`src/rtl/ccff_chain_loader.sv`:
```
// ccff_chain_loader: serializes bitstream words MSB-first onto the ccff chain, counting to CHAIN_LEN.
// Optional tail readback capture is enabled by defining CCFF_READBACK_EN.
module ccff_chain_loader #(
  parameter  int WORD_W    = 32,
  parameter  int CHAIN_LEN = 1024,
  localparam int CNT_W     = $clog2(CHAIN_LEN + 1)
) (
  input  logic              prog_clk,
  input  logic              pReset_n,
  input  logic              start,
  input  logic              abort,
  input  logic              s_valid,
  input  logic [WORD_W-1:0] s_data,
  output logic              s_ready,
  output logic              ccff_head,
  output logic              ccff_shift_en,
  input  logic              ccff_tail,
  output logic              busy,
  output logic              done,
  output logic [CNT_W-1:0]  bit_cnt
`ifdef CCFF_READBACK_EN
  ,
  output logic              rb_valid,
  output logic [WORD_W-1:0] rb_data,
  input  logic              rb_ready,
  output logic              rb_ovf
`endif
);
  localparam int REM_W = $clog2(WORD_W + 1);
  typedef enum logic [1:0] {IDLE, FETCH, SHIFT, DONE} state_t;
  state_t             r_state, w_next;
  logic [WORD_W-1:0]  r_sreg;
  logic [CNT_W-1:0]   r_cnt;
  logic [REM_W-1:0]   r_rem;
  logic [CNT_W-1:0]   w_cnt_inc;
  logic [CNT_W-1:0]   w_left;
  logic [REM_W-1:0]   w_rem_ld;
  logic               w_last;
  logic               w_start;
  logic               w_accept;
  logic               w_shift;
  assign w_cnt_inc = r_cnt + 1'b1;
  assign w_left    = CNT_W'(CHAIN_LEN) - r_cnt;
  assign w_rem_ld  = (32'(w_left) < WORD_W) ? REM_W'(w_left) : REM_W'(WORD_W);
  assign w_last    = w_cnt_inc == CNT_W'(CHAIN_LEN);
  assign w_start   = r_state == IDLE && start && !abort;
  assign w_accept  = r_state == FETCH && s_valid && !abort;
  // An aborted shift cycle is not counted, so bit_cnt freezes at its pre-abort value.
  assign w_shift   = r_state == SHIFT && !abort;
  always_comb begin
    w_next = r_state;
    case (r_state)
      IDLE:    w_next = start ? FETCH : IDLE;
      FETCH:   w_next = s_valid ? SHIFT : FETCH;
      SHIFT:   w_next = w_last ? DONE : (r_rem == REM_W'(1) ? FETCH : SHIFT);
      default: w_next = IDLE;
    endcase
    if (abort) w_next = IDLE;
  end
  always_ff @(posedge prog_clk or negedge pReset_n)
    if (!pReset_n) begin
      r_state <= IDLE;
      r_sreg  <= '0;
      r_cnt   <= '0;
      r_rem   <= '0;
    end else begin
      r_state <= w_next;
      if (w_start) r_cnt <= '0;
      if (w_accept) begin
        r_sreg <= s_data;
        r_rem  <= w_rem_ld;
      end
      if (w_shift) begin
        r_sreg <= {r_sreg[WORD_W-2:0], 1'b0};
        r_cnt  <= w_cnt_inc;
        r_rem  <= r_rem - 1'b1;
      end
    end
  assign s_ready       = r_state == FETCH;
  assign ccff_shift_en = r_state == SHIFT;
  assign ccff_head     = r_state == SHIFT && r_sreg[WORD_W-1];
  assign busy          = r_state != IDLE;
  assign done          = r_state == DONE;
  assign bit_cnt       = r_cnt;
`ifdef CCFF_READBACK_EN
  logic [WORD_W-1:0] r_cap;
  logic [REM_W-1:0]  r_ccnt;
  logic [WORD_W-1:0] w_cap_next;
  logic              w_word;
  assign w_cap_next = {r_cap[WORD_W-2:0], ccff_tail};
  // Capture restarts at zero after each word, so a short final word lands right-aligned.
  assign w_word     = w_shift && (r_ccnt == REM_W'(WORD_W - 1) || w_last);
  always_ff @(posedge prog_clk or negedge pReset_n)
    if (!pReset_n) begin
      r_cap    <= '0;
      r_ccnt   <= '0;
      rb_valid <= 1'b0;
      rb_data  <= '0;
      rb_ovf   <= 1'b0;
    end else begin
      if (w_start) begin
        r_cap  <= '0;
        r_ccnt <= '0;
        rb_ovf <= 1'b0;
      end else if (w_shift) begin
        r_cap  <= w_word ? '0 : w_cap_next;
        r_ccnt <= w_word ? '0 : r_ccnt + 1'b1;
      end
      if (w_word) begin
        rb_data  <= w_cap_next;
        rb_valid <= 1'b1;
        rb_ovf   <= rb_ovf | (rb_valid & ~rb_ready);
      end else if (rb_valid && rb_ready) begin
        rb_valid <= 1'b0;
      end
    end
`else
  logic w_unused_tail;
  assign w_unused_tail = ccff_tail;
`endif
endmodule

```
`config.mk`:
```
export PLATFORM = sky130hd
export DESIGN_NAME = ccff_chain_loader
export DESIGN_NICKNAME = d
export VERILOG_FILES = /design/src/rtl/ccff_chain_loader.sv
export SDC_FILE = /design/constraint.sdc
export NUM_CORES = 1
export LEC_CHECK = 0
export BUFFER_PORTS_ARGS = -buffer_cell sky130_fd_sc_hd__buf_2
export CAP_MARGIN = 15
export CORE_UTILIZATION = 35
export CTS_CLUSTER_DIAMETER = 40
export DETAILED_ROUTE_END_ITERATION = 7
export HOLD_SLACK_MARGIN = 0.03
export REMOVE_ABC_BUFFERS = 1
export SLEW_MARGIN = 20
export SYNTH_ARGS = -nofsm -noshare
export SYNTH_HDL_FRONTEND = slang
export SYNTH_SLANG_ARGS = --single-unit
```
`constraint.sdc`:
```
create_clock -name prog_clk -period 2.4 [get_ports prog_clk]
set_input_delay 0.48 -clock prog_clk [delete_from_list [all_inputs] [get_ports prog_clk]]
set_output_delay 0.48 -clock prog_clk [all_outputs]
set_load 0.05 [all_outputs]
```
==> metrics.txt, run 1 <==
Seq pwr share 0.528; Setup crit start bit_cnt[0]$_DFFE_PN0P_; synth top area cells dfrtp_1 48%, nor2_1 12%, o22ai_1 8.0%, a21oi_1 2.8%, o21ai_0 2.8%; RePlAce Congestion between 0.7 and 0.8; # diodes 0; CTS tree done; IO Port Bufs 52; Bufs and invs on worst path 0; row cnt 31; status completed; Yosys cell types 44; Least-Margin Pin Slew approximately 470 ps; Worst-path clk slew around 90 ps; Hold Path Class primary input to asynchronous set/reset pin; Critical Path RT roughly 2600 ps; routed vias/inst 5.10; htree depth 2; Max Freq around 470 MHz; Final Max Tran Viols 0; total wire length between 6000 and 7000 um; number of global-route vias before repair about 2300; pwr dens just under 800 nW/um2; Longest Clk Path Bufs 2; TritonCTS Sinks a little over 50; GRT Util Overall 0.172; critical-path cell list ha_1, nand2_1, or4_4, a2111oi_4, nand4_1, a311oi_1; Tcrit/Tclk final 0.895; warnings from Yosys 0; net switching power around 0.8 mW; hpwl dp around 4500 um; combinational share of power 0.242; Leak about 1.4 nW; CTS Hold Buffers Added 0; crit path launch type flip-flop; Synth Cell Area about 2700 um2; crit-path max FO 5; RSZ-0062 raised after global routing false; Final Hold Fails 0; total power around 2.6 mW; clock network latency to the later pin of the worst-skew pair approximately 300 ps; largest net degree at the start of global routing 52; post-synthesis register bit count 51; # fillers ~710; final clock skew 6.16 ps; Pint approximately 1.7 mW; Vias approximately 2400; r2r startpoint bit_cnt[0]$_DFFE_PN0P_; WL/cell 13.8 um; clock share of power 0.231; cell chosen for the clock root clkbuf_8; antenna violations before repair 0; area leader, netlist dfrtp_1; Yosys top cell area share 0.477; Placeable Area between 7000 and 8000 um2; CP Capture Type flip-flop; number of remaining DRC errors 0; first-pass GRT wire length between 10000 and 15000 um; Crit path largest cell delay between 500 and 600 ps; DR iter-0 viols 87; chip height about 89 um; DRT Pass-1 Iters 4; R2R cell count 6; critical path class flip-flop to flip-flop; Area Overhead vs Synth 21.6%; worst vdd ir between 0.0003 and 0.0004 V; placed instance area around 3100 um2; Setup violations, final 0; post-route ant nets 0; sequential fraction of the synthesis area 0.477; die width between 80 and 90 um; CP max stage cell or4_4; Top Ports 54; Worst path depth 6; Slew HR 0.688; die area 8000 um2; initial core utilization 0.365; Data arrival, critical path approximately 2400 ps; layout cells sized above 1 0.230; grt ovf 0; Final Cell Area approximately 3300 um2; fin nets about 410; Top delay family on crit path simple AND/OR/NAND/NOR gates; mean post-synth cell area about 8.5 um2; total of max-cap violations 0; post-route minimum period 2150 ps; Num CTS Buffers 5; placed cells between 400 and 500; synthesized instance count roughly 310; Finished Layout Cells approximately 470; Sw Ratio 0.320
routing by layer:
layer,up-vias,part of all wire,GRT usage
met2,62,0.47,0.296
li1,1216,-,-
met4,0,0.0085,0.0433
met5,-,0,0
met3,6,0.053,0.0295
met1,1110,0.47,0.225
placed cells by master (no fill, tap or decap), types with 5 or more instances in the layout:
cell / instances
buf_4: 16
inv_1: 10
nand2_1: 19
nor3_1: 7
clkbuf_8: 5
a21oi_1: 15
ha_1: 5
o21ai_0: 15
buf_2: 52
o22ai_1: 34
dfrtp_1: 51
nor2_1: 83
power groups by stage:
stage	clock [mW]	combinational (mW)	sequential, mW
2_1_floorplan	0	0.433	1.34
3_3_place_gp	0	0.602	1.35
3_5_place_dp	0	0.622	1.37
4_1_cts	0.614	0.626	1.35
5_1_grt	0.643	0.709	1.39
6_report	0.590	0.618	1.35
through the flow:
stage,hold slack (ps),utilization,setup TNS [ps],setup WS [ps]
after global placement,480,0.427,0,258
after global routing,177,0.444,0,48.5
final,151,0.444,0,253
after CTS,165,0.442,0,207
after detailed placement,486,0.427,0,230
after floorplan,184,-,-26090,-784
kinds of logic after synthesis:
| logic type | synth area share |
|---|---|
| compound gates | 0.198 |
| xor+xnor | 0.0131 |
| fa+ha+maj | 0.0234 |
| buf+inv | 0.0463 |
| flops | 0.477 |
| mux | 0.00374 |
| simple gates | 0.239 |
cells in the mapped netlist, drive strengths merged:
| cell | n |
|---|---|
| or3b | 1 |
| nor4b | 1 |
| o221a | 2 |
| or2 | 1 |
| ha | 5 |
| a311oi | 2 |
| nor2b | 3 |
| xnor2 | 3 |
| clkbuf | 15 |
| nand3 | 4 |
| a41oi | 2 |
| nor3 | 7 |
| nand4 | 5 |
| a2111oi | 1 |
| and3 | 1 |
| inv | 10 |
| or4 | 2 |
| a31oi | 2 |
| nand3b | 2 |
| xor2 | 1 |
| o21a | 1 |
| a22o | 2 |
| buf | 5 |
| nor4bb | 1 |
| nand2 | 19 |
| a21oi | 15 |
| o22ai | 34 |
| and2 | 4 |
| o41ai | 1 |
| nor2 | 83 |
| nor4 | 2 |
| mux2i | 1 |
| a211oi | 1 |
| dfrtp | 51 |
| nor3b | 1 |
| o31ai | 3 |
| o31a | 2 |
| or3 | 2 |
| o21ai | 15 |
area by class of cell:
| cell class | instances | area (um2) | area share |
|---|---|---|---|
| Tap cell | 99 | 124 | 0.0381 |
| Multi-Input combinational cell | 232 | 1290 | 0.396 |
| Sequential cell | 51 | 1280 | 0.392 |
| Clock inverter | 2 | 37.5 | 0.0115 |
| Clock buffer | 5 | 68.8 | 0.0212 |
| Timing Repair Buffer | 70 | 420 | 0.129 |
| Inverter | 10 | 37.5 | 0.0115 |
path summary, 6_finish.rpt:
kind,end,slack [ps]
max,r_state[0]$_DFF_PN0_,250
min,r_sreg[14]$_DFFE_PN0P_,150
max reg2reg,r_state[0]$_DFF_PN0_,250
min reg2reg,r_sreg[31]$_DFFE_PN0P_,500
max in group asynchronous,r_state[1]$_DFF_PN0_,2010
min in group prog_clk,r_state[0]$_DFF_PN0_,390
state kept, by name (all words and copies together) (netlist names):
register / count
r_rem: 6
r_state: 2
bit_cnt: 11
r_sreg: 32
timing repair:
item	in CTS	in global routing
buffers inserted	0	0
setup endpoints to repair	0	1
resized for setup	0	1
No activity file was read; power rests on OpenSTA's default activity.
==> run 2, diff against run 1 <==
==> constraint.sdc (replaced) <==
create_clock -name prog_clk -period 2.75 [get_ports prog_clk]
set_input_delay 0.55 -clock prog_clk [delete_from_list [all_inputs] [get_ports prog_clk]]
set_output_delay 0.55 -clock prog_clk [all_outputs]
set_load 0.05 [all_outputs]
==> run 2 against run 1 <==
Die area did not move; clock skew rose by 7.8 ps; critical path depth did not move; global-route usage fell by 0.79 points; critical path type unchanged.
==> metrics.txt, run 2 (synthesis gave the netlist of run 1 again) <==
status completed (unchanged); antenna violations before repair 0 (unchanged); Setup Fix Bufs, Post-CTS 0 (unchanged); layout cells sized above 1 0.208 (was 0.230); TritonCTS Sinks 51 (unchanged); GRT Util Overall 0.164 (was 0.172); CP Capture Type flip-flop (unchanged); WL/cell 13.6 um (was 13.8 um); most frequent cells in the layout 83 x nor2_1, 52 x buf_2, 51 x dfrtp_1 (unchanged); total wire length 6260 um (was 6490 um); first-pass GRT wire length 10100 um (was 10600 um); Tcrit/Tclk final 0.902 (was 0.895); Hold Path Class primary input to asynchronous set/reset pin (unchanged); # fillers 729 (was 708); Final Max Tran Viols 0 (unchanged); total of max-cap violations 0 (unchanged); Leak 1.39 nW (was 1.44 nW); Least-Margin Pin Slew 653 ps (was 468 ps); IO Port Bufs 52 (unchanged); crit-path max FO 9 (was 5); CTS Hold Buffers Added 0 (unchanged); die width 89.4 um (unchanged); Top Ports 54 (unchanged); Final Hold Fails 0 (unchanged); initial core utilization 0.365 (unchanged); grt ovf 0 (unchanged); Slew HR 0.564 (was 0.688); crit path launch type flip-flop (unchanged); pre-CTS WS 290 ps (was 230 ps); hpwl dp 4270 um (was 4510 um); Data arrival, critical path 2680 ps (was 2360 ps); register name with the most flops r_sreg (unchanged); largest net degree at the start of global routing 52 (unchanged); Area Overhead vs Synth 17.9% (was 21.6%); most common cell after layout, fill and taps aside nor2_1 (unchanged); Post-CTS Resized 0 (unchanged); Num CTS Buffers 5 (unchanged); area of the multi-input gates 1270 um2 (was 1290 um2); row cnt 31 (unchanged); Critical Path RT 2950 ps (was 2610 ps); final clock skew 14.0 ps (was 6.16 ps); Longest Clk Path Bufs 2 (unchanged); routed vias/inst 5.16 (was 5.10); pwr dens 706 nW/um2 (was 787 nW/um2); Setup violations, final 0 (unchanged); post-route minimum period 2480 ps (was 2150 ps); FF+latch area 1280 um2 (unchanged); Placeable Area 7330 um2 (unchanged); RePlAce Congestion 0.764 (was 0.791); Vias 2369 (was 2394); number of remaining DRC errors 0 (unchanged); Setup TNS 0 ps (unchanged); die area 8000 um2 (unchanged); # diodes 0 (unchanged); Max Freq 403 MHz (was 466 MHz); critical path class flip-flop to flip-flop (unchanged); CTS tree done (unchanged); DR iter-0 viols 51 (was 87); fin nets 402 (was 413); DRT Pass-1 Iters 4 (unchanged); htree depth 2 (unchanged); worst vdd ir 0.000241 V (was 0.000331 V); cell chosen for the clock root clkbuf_8 (unchanged); max reg flops 32 (unchanged); Worst-path clk slew 100 ps (was 90 ps); number of global-route vias before repair 2140 (was 2306); RSZ-0062 raised after global routing false (unchanged); post-route ant nets 0 (unchanged); Worst Slack Setup Final 270 ps (was 253 ps); clock network latency to the later pin of the worst-skew pair 310 ps (was 300 ps); chip height 89.4 um (unchanged)
[run 2: worst max-delay path, cell delays in order, from the launching register on]
cell	delay [ps]
dfrtp_1	510
ha_1	350
nand2_1	170
or4_4	510
a2111oi_2	400
nand4_1	140
a311oi_1	310
[run 2: where the power goes]
group / internal [mW] / switching [mW] / total, mW
clock: 0.274 / 0.257 / 0.531
sequential: 1.01 / 0.162 / 1.18
combinational: 0.230 / 0.290 / 0.519
total: 1.52 / 0.709 / 2.23
[run 2: cell type report]
| type | count | share of cell area |
|---|---|---|
| sequential | 51 | 0.405 |
| timing repair buffer | 59 | 0.103 |
| multi-input combinational | 232 | 0.404 |
| clock buffer | 5 | 0.0218 |
| inverter | 10 | 0.0119 |
| clock inverter | 3 | 0.0147 |
| tap | 99 | 0.0393 |
[run 2: layer usage]
metal	GRT usage	up-vias	wire [um]
li1	-	1200	-
met1	0.222	1109	2960
met2	0.276	55	2940
met3	0.0286	5	323
met4	0.0346	0	39
met5	0	-	0
[run 2: path summary, 6_finish.rpt]
kind	from	endpoint	slack, ps	cells after the start
worst max-delay path	bit_cnt[1]$_DFFE_PN0P_	r_state[0]$_DFF_PN0_	270	6
worst min-delay path	pReset_n	r_sreg[14]$_DFFE_PN0P_	330	2
worst max register to register	bit_cnt[1]$_DFFE_PN0P_	r_state[0]$_DFF_PN0_	270	6
worst min register to register	r_sreg[13]$_DFFE_PN0P_	r_sreg[13]$_DFFE_PN0P_	510	2
max in group asynchronous	pReset_n	r_sreg[23]$_DFFE_PN0P_	1960	2
min in group prog_clk	s_data[0]	r_sreg[0]$_DFFE_PN0P_	460	3
[run 2: stage by stage]
step | std cells | total power, mW | cell area, um2 | hold slack (ps) | utilization
final | 459 | 2.23 | 3150 | 329 | 0.430
after global routing | 459 | 2.39 | 3150 | 386 | 0.430
after CTS | 459 | 2.26 | 3150 | 368 | 0.430
after detailed placement | 451 | 1.72 | 3040 | 490 | 0.414
after global placement | 451 | 1.69 | 3040 | 480 | 0.414
after floorplan | 293 | 1.55 | 2590 | 254 | -
